===== config.mk =====
export PLATFORM = sky130hd
export DESIGN_NAME = main_cmd_arbiter
export DESIGN_NICKNAME = d
export VERILOG_FILES = /design/src/rtl/main_cmd_arbiter.sv
export SDC_FILE = /design/constraint.sdc
export NUM_CORES = 1
export LEC_CHECK = 0
export CAP_MARGIN = 5
export CORE_ASPECT_RATIO = 1.4
export CORE_UTILIZATION = 50
export DETAILED_ROUTE_END_ITERATION = 6
export DONT_BUFFER_PORTS = 1
export PLACE_DENSITY = 0.68
export SYNTH_ARGS = -nofsm -noshare
export SYNTH_HDL_FRONTEND = slang
export SYNTH_SLANG_ARGS = --single-unit

===== constraint.sdc =====
create_clock -name clk -period 1.65 [get_ports clk]
set_input_delay 0.2475 -clock clk [delete_from_list [all_inputs] [get_ports clk]]
set_output_delay 0.2475 -clock clk [all_outputs]
set_load 0.01 [all_outputs]

===== src/rtl/main_cmd_arbiter.sv =====
// Two-source command arbiter for main_core: round-robin single shots, per-source
// sequence locking with an idle watchdog, and a one-entry registered output stage.
module main_cmd_arbiter #(
  parameter int CMD_W   = 16,
  parameter int TIMEOUT = 64
) (
  input  logic             clk,
  input  logic             rst,
  input  logic [CMD_W-1:0] a_cmd,
  input  logic             a_hasAny,
  input  logic             a_last,
  output logic             a_consume,
  input  logic [CMD_W-1:0] b_cmd,
  input  logic             b_hasAny,
  input  logic             b_last,
  output logic             b_consume,
  output logic [CMD_W-1:0] cmd,
  output logic             cmd_hasAny,
  input  logic             cmd_consume,
  output logic             owner,
  output logic             owner_valid,
  output logic             err_timeout
);

  localparam int CNT_W = $clog2(TIMEOUT + 1);
  localparam logic [CNT_W-1:0] CNT_LAST = CNT_W'(TIMEOUT - 1);
  localparam logic [CNT_W-1:0] CNT_MAX  = {CNT_W{1'b1}};

  typedef enum logic {IDLE, LOCKED} state_t;

  state_t           state;
  logic             lock_b;    // lock owner: 0=A, 1=B
  logic             rr_ptr;    // round-robin preference: 0=A, 1=B
  logic [CNT_W-1:0] idle_cnt;

  logic             slot_free;
  logic             sel_b;
  logic             sel_req;
  logic             sel_last;
  logic [CMD_W-1:0] sel_cmd;
  logic             grant;
  logic             lock_req;
  logic             expire;

  always_comb begin
    slot_free = !cmd_hasAny || cmd_consume;
    if (state == LOCKED) sel_b = lock_b;
    else                 sel_b = (b_hasAny && !a_hasAny) || (a_hasAny && b_hasAny && rr_ptr);
    sel_req   = sel_b ? b_hasAny : a_hasAny;
    sel_last  = sel_b ? b_last   : a_last;
    sel_cmd   = sel_b ? b_cmd    : a_cmd;
    // Gating with rst keeps the upstream handshakes quiet during reset.
    grant     = rst && slot_free && sel_req;
    a_consume = grant && !sel_b;
    b_consume = grant && sel_b;
    lock_req  = lock_b ? b_hasAny : a_hasAny;
    expire    = (state == LOCKED) && !lock_req && (idle_cnt == CNT_LAST);
  end

  assign owner_valid = cmd_hasAny || (state == LOCKED);

  always_ff @(posedge clk or negedge rst) begin
    if (!rst) begin
      cmd         <= '0;
      cmd_hasAny  <= 1'b0;
      owner       <= 1'b0;
      err_timeout <= 1'b0;
      state       <= IDLE;
      lock_b      <= 1'b0;
      rr_ptr      <= 1'b0;
      idle_cnt    <= '0;
    end else begin
      err_timeout <= expire;
      if (slot_free) begin
        cmd_hasAny <= grant;
        if (grant) begin
          cmd   <= sel_cmd;
          owner <= sel_b;
        end
      end
      case (state)
        IDLE: begin
          if (grant) begin
            if (sel_last) begin
              rr_ptr <= !sel_b;
            end else begin
              state    <= LOCKED;
              lock_b   <= sel_b;
              idle_cnt <= '0;
            end
          end
        end
        LOCKED: begin
          // A transfer in the expiry cycle takes priority over the watchdog.
          if ((grant && sel_last) || expire) begin
            state    <= IDLE;
            rr_ptr   <= !lock_b;
            idle_cnt <= '0;
          end else if (lock_req) begin
            idle_cnt <= '0;
          end else if (idle_cnt != CNT_MAX) begin
            idle_cnt <= idle_cnt + 1'b1;
          end
        end
        default: state <= IDLE;
      endcase
    end
  end

endmodule


==> impl_metrics.env, run 1 <==
export IMPL_status="finished, violations left"
export IMPL_violations="setup timing"
export IMPL_hold_ws_ns=0.0820
export IMPL_grt_max_degree=30
export IMPL_fp_dieH_um=66.2
export IMPL_placed_cells=179
export IMPL_insertion_delay_ns=0.33
export IMPL_wl_um=4010
export IMPL_grt_pass1_wl_um=5110
export IMPL_wl_per_cell_um=20.4
export IMPL_cts_root_buf="clkbuf_4"
export IMPL_vias=1263
export IMPL_final_nets=200
export IMPL_detail_route_vias_per_cell=6.41
export IMPL_die_w_um=47.9
export IMPL_coreArea_mm2=0.00270
export IMPL_ir_drop_mv=1.15
export IMPL_setup_viol=28
export IMPL_drive_gt1_frac=0.323
export IMPL_maxCapViolCount=0
export IMPL_cts_sinks=29
export IMPL_fillers=228
export IMPL_syn2layout_area_growth_pct=24.4
export IMPL_synthCells=137
export IMPL_drt_iter0_markers=49
export IMPL_cts_tree="built"
export IMPL_post_route_drc_count=0
export IMPL_ys_seq_area_frac=0.493
export IMPL_worst_slack_ns=-0.189
export IMPL_leakagePower_uw=0.000874
export IMPL_numCtsBuffers=5
export IMPL_ios=61
export IMPL_ys_flop_type="dfrtp_1"
export IMPL_syn_num_nets=177
export IMPL_grt_util_all_layers=0.232
export IMPL_max_freq_mhz=544
export IMPL_firstDrtPassIters=4
export IMPL_tightest_slew_ns=0.443
export IMPL_finClkSkew_ns=0.00782
export IMPL_endpoint_kind="output pin"
export IMPL_worstSetupStartpointType="flip-flop"
export IMPL_hold_viol=0
export IMPL_finalCritPeriodShare=1.11
export IMPL_final_core_util=0.679
export IMPL_io_buffers=0
export IMPL_ys_warn_count=0
export IMPL_antenna_found_initial=0
export IMPL_initial_core_util=0.546
export IMPL_hpwlAfterDp_um=2190
export IMPL_rsz0062_at_grt="yes"
export IMPL_cp_arrival_ns=1.59
export IMPL_htree_levels=2
export IMPL_final_max_slew_viol_count=0
export IMPL_period_needed_ns=1.84
export IMPL_synth_cell_types=40
export IMPL_gp_congestion=0.836
export IMPL_clk_pin_slew_worst_paths_ns=0.09
export IMPL_detail_route_antenna_nets=0
export IMPL_hp_class="input pin to flip-flop"
export IMPL_clockBufferDepth=2
export IMPL_crit_type="flip-flop to output pin"
export IMPL_die_area_mm2=0.00317
export IMPL_ys_ff_latch=29
export IMPL_stdcell_count=197
export IMPL_netlist_area_mm2=0.00147
export IMPL_p_per_area_mw_per_mm2=1610
export IMPL_synth_edf_count=0
export IMPL_crit_fanout=18
export IMPL_diodes=0
export IMPL_grt_overflow=0
export IMPL_required_ns=1.40
export IMPL_relSlewSlack=0.702
export IMPL_num_rows=22
export IMPL_grt_pass1_vias=1220
export IMPL_pre_cts_slack_ns=-0.0516
export IMPL_async_reset_ff_frac=1.00
export IMPL_syn_area_per_cell_um2=10.7
-- registers in the layout, summed over array words and instances, names as in the netlist --
register,flops
cmd,16
idle_cnt,7
cmd_hasAny,1
err_timeout,1
lock_b,1
owner,1
rr_ptr,1
state,1
-- metrics by stage --
stage / area [um^2] / setup TNS [ns] / power (uW)
floorplan: 1490 / -0.256 / 1930
global placement: 1570 / 0 / 2090
detailed placement: 1570 / -0.0516 / 2130
CTS: 1710 / -1.71 / 2720
global route: 1830 / -4.28 / 3110
finish: 1830 / -2.56 / 2960
-- cells by family after synthesis --
group                      after synthesis  synth area share
AOI/OAI and AO/OA                       53             0.269
adders and majority gates                1           0.00849
buffers and inverters                   13            0.0595
DFF                                     29             0.493
muxes                                    4            0.0314
and+or+nand+nor                         37             0.138
-- worst paths after layout --
check | to | cells after the start | slack [ns] | startpoint
max | b_consume | 4 | -0.19 | rr_ptr$_DFFE_PN0P_
min | lock_b$_DFFE_PN0P_ | 2 | 0.08 | a_last
max reg2reg | rr_ptr$_DFFE_PN0P_ | 6 | -0.18 | rr_ptr$_DFFE_PN0P_
min reg2reg | rr_ptr$_DFFE_PN0P_ | 1 | 0.51 | rr_ptr$_DFFE_PN0P_
max in group asynchronous | cmd[2]$_DFFE_PN0P_ | 2 | 1.12 | rst
min in group asynchronous | state$_DFF_PN0_ | 2 | 0.36 | rst
-- cell type report --
| type | count | area, um^2 | share of cell area |
|---|---|---|---|
| multi-input cells | 97 | 764 | 0.417 |
| flip-flops and latches | 29 | 726 | 0.396 |
| repair buffers | 21 | 204 | 0.111 |
| clock buffers | 7 | 65.1 | 0.0355 |
| well taps | 36 | 45.0 | 0.0246 |
| inverters | 6 | 22.5 | 0.0123 |
| clock inverters | 1 | 5.00 | 0.00273 |
-- critical path: stages, from the launching register on --
cell	delay [ns]
dfrtp_1	0.36
nor2b_1	0.05
o31a_1	0.40
nor3_4	0.27
buf_12	0.18
-- where the power goes --
group | switching, uW | internal, uW
Combinational | 576 | 620
Sequential | 284 | 978
Clock | 252 | 247
-- layer usage --
layer | GRT usage | part of all wire
met1 | 0.241 | 0.35
met2 | 0.407 | 0.55
met3 | 0.0628 | 0.068
met4 | 0.108 | 0.033
met5 | 0 | 0
-- timing repair --
item                                   CTS  global route
gates cloned                             1             2
endpoints found under the hold margin   29             0
setup buffers                            1             4
pin swaps                                2            25
gates resized for setup                  6            20
hold buffers                             2             0
setup endpoints to repair                4            28
-- Yosys cell counts (2+ instances only) --
cell type / number / area share
and2_1: 2 / 0.0085
mux2i_1: 2 / 0.014
nor3_1: 5 / 0.017
inv_1: 5 / 0.013
buf_6: 3 / 0.023
dfrtp_1: 29 / 0.49
a21o_1: 18 / 0.092
o21ai_0: 3 / 0.010
nor2_1: 4 / 0.010
a22o_1: 16 / 0.095
a21oi_1: 5 / 0.017
nand2_1: 11 / 0.028
a31oi_1: 3 / 0.013
nand3_1: 5 / 0.017
-- placed cells by master (no fill, tap or decap), drive strengths merged, types with 3 or more instances in the layout --
| cell | count |
|---|---|
| clkbuf | 7 |
| nand3 | 6 |
| a21oi | 5 |
| o21ai | 3 |
| nor2 | 4 |
| a21o | 18 |
| dfrtp | 29 |
| a31oi | 3 |
| buf | 20 |
| inv | 6 |
| a22o | 16 |
| nand2 | 11 |
| and4 | 3 |
| nor3 | 7 |
(Power assumes the default switching activity.)
==> inputs of run 2 (changes only) <==
--- a/config.mk
+++ b/config.mk
@@ -7,6 +7,7 @@
 export LEC_CHECK = 0
 export CAP_MARGIN = 5
 export CORE_ASPECT_RATIO = 1.4
+export CORE_MARGIN = 3
 export CORE_UTILIZATION = 50
 export DETAILED_ROUTE_END_ITERATION = 6
 export DONT_BUFFER_PORTS = 1
==> impl_metrics.env, run 2 (same netlist as run 1, synthesis figures left out) <==
export IMPL_stdcell_area_mm2=0.00181
export IMPL_maxCapViolCount=0
export IMPL_rsz0062_at_grt="yes"
export IMPL_drt_iter0_markers=32
export IMPL_crit_fanout=9
export IMPL_syn2layout_area_growth_pct=23.1
export IMPL_cp_arrival_ns=1.57
export IMPL_place_area_mm2=0.00158
export IMPL_firstDrtPassIters=4
export IMPL_fp_dieH_um=70.2
export IMPL_leakagePower_uw=0.000877
export IMPL_p_per_area_mw_per_mm2=1560
export IMPL_status="finished, violations left"
export IMPL_insertion_delay_ns=0.33
export IMPL_power_uw=2820
export IMPL_numCtsBuffers=5
export IMPL_reg_top3="cmd x16, idle_cnt x7"
export IMPL_setup_viol=26
export IMPL_ios=61
export IMPL_crit_type="flip-flop to output pin"
export IMPL_relSlewSlack=0.715
export IMPL_met1_usage=0.223
export IMPL_grt_pass1_wl_um=5380
export IMPL_clk_pin_slew_worst_paths_ns=0.09
export IMPL_ir_drop_mv=0.960
export IMPL_grt_util_all_layers=0.196
export IMPL_grt_pass1_vias=1177
export IMPL_final_common_cell="dfrtp_1"
export IMPL_max_freq_mhz=550
export IMPL_die_w_um=51.9
export IMPL_hold_viol=0
export IMPL_final_max_slew_viol_count=0
export IMPL_top_register="cmd"
export IMPL_rr_startpoint="rr_ptr$_DFFE_PN0P_"
export IMPL_largest_register_ffs=16
export IMPL_endpoint_kind="output pin"
export IMPL_clockBufferDepth=2
export IMPL_hpwlAfterDp_um=2270
export IMPL_drive_gt1_frac=0.283
export IMPL_period_needed_ns=1.82
export IMPL_cts_tree="built"
export IMPL_antenna_found_initial=0
export IMPL_finalCritPeriodShare=1.10
export IMPL_required_ns=1.40
export IMPL_io_buffers=0
export IMPL_grt_overflow=0
export IMPL_finClkSkew_ns=0.00635
export IMPL_worst_slack_ns=-0.169
export IMPL_hp_class="input pin to flip-flop"
export IMPL_detail_route_antenna_nets=0
export IMPL_final_nets=199
export IMPL_cts_root_buf="clkbuf_4"
export IMPL_pre_cts_slack_ns=-0.116
export IMPL_grt_max_degree=30
export IMPL_met3_usage=0.0704
export IMPL_layout_common_cells="dfrtp_1 (29), a21o_1 (18), a22o_1 (16)"
export IMPL_num_rows=22
export IMPL_hold_ws_ns=0.0640
export IMPL_worstSetupStartpointType="flip-flop"
export IMPL_vias=1217
export IMPL_cts_sinks=29
export IMPL_detail_route_vias_per_cell=6.24
export IMPL_violations="setup timing"
export IMPL_wl_um=3650
export IMPL_wl_per_cell_um=18.7
export IMPL_die_area_mm2=0.00364
export IMPL_gr_max_usage_layer="met2"
export IMPL_tightest_slew_ns=0.425
export IMPL_initial_core_util=0.540
export IMPL_post_route_drc_count=0
export IMPL_cp_startpoint="rr_ptr$_DFFE_PN0P_"
export IMPL_coreArea_mm2=0.00273
export IMPL_htree_levels=2
export IMPL_hp_start="a_last"
export IMPL_met2_usage=0.324
export IMPL_gp_congestion=0.905
export IMPL_diodes=0
[run 2: cell types whose count changed in the layout (fill, tap and decap cells not counted), moves of 2 or more]
cell	change
nand2_1	+2
clkbuf_16	+2
buf_6	-4
nand2_2	-2
[run 2: area by class of cell]
cell class / count / area (um^2)
Multi-Input combinational cell: 96 / 728
Timing Repair Buffer: 21 / 236
Inverter: 6 / 22.5
Sequential cell: 29 / 726
Tap cell: 36 / 45.0
Clock buffer: 7 / 55.1
Fill cell: 197 / 912
[run 2: worst paths after layout]
check | endpoint | depth (start not counted) | slack, ns
setup / recovery | b_consume | 4 | -0.17
hold / removal | lock_b$_DFFE_PN0P_ | 2 | 0.06
setup reg to reg | cmd[2]$_DFFE_PN0P_ | 7 | -0.14
hold reg to reg | err_timeout$_DFF_PN0_ | 1 | 0.53
max in group asynchronous | cmd[11]$_DFFE_PN0P_ | 2 | 1.12
min in group asynchronous | lock_b$_DFFE_PN0P_ | 2 | 0.37
[run 2: per-layer routing]
metal / vias up / wire [um] / part of all wire
li1: 557 / - / -
met2: 57 / 1920 / 0.52
met3: 8 / 278 / 0.076
met4: 0 / 72 / 0.020
met5: - / 0 / 0
met1: 595 / 1380 / 0.38
[run 2: per-stage QoR]
stage                     TNS (ns)  instances   util
after floorplan             -0.256        137      -
after global placement     -0.0291        179  0.581
after detailed placement    -0.475        179  0.581
after CTS                    -2.56        191  0.625
after global routing         -3.95        195  0.665
final                        -2.40        195  0.665
[run 2: critical path: stages (launching register included)]
cell and delay, ns:
dfrtp_1 0.36, nor2b_1 0.05, o31a_1 0.38, nor3_4 0.28, buf_12 0.16
[run 2: what timing repair did]
action                                 in CTS  in global routing
pin swaps                                   6                 23
hold buffers                                2                  0
endpoints found under the hold margin      29                  0
resized for setup                           4                 11
cloned                                      1                  2
setup buffers                               2                  2
setup endpoints to repair                  21                 28
[run 2: report_power, final]
part | switching, uW | internal (uW) | leakage, uW
Combinational | 517 | 606 | 0.000487
Sequential | 288 | 978 | 0.000359
Clock | 234 | 201 | 0.0000314
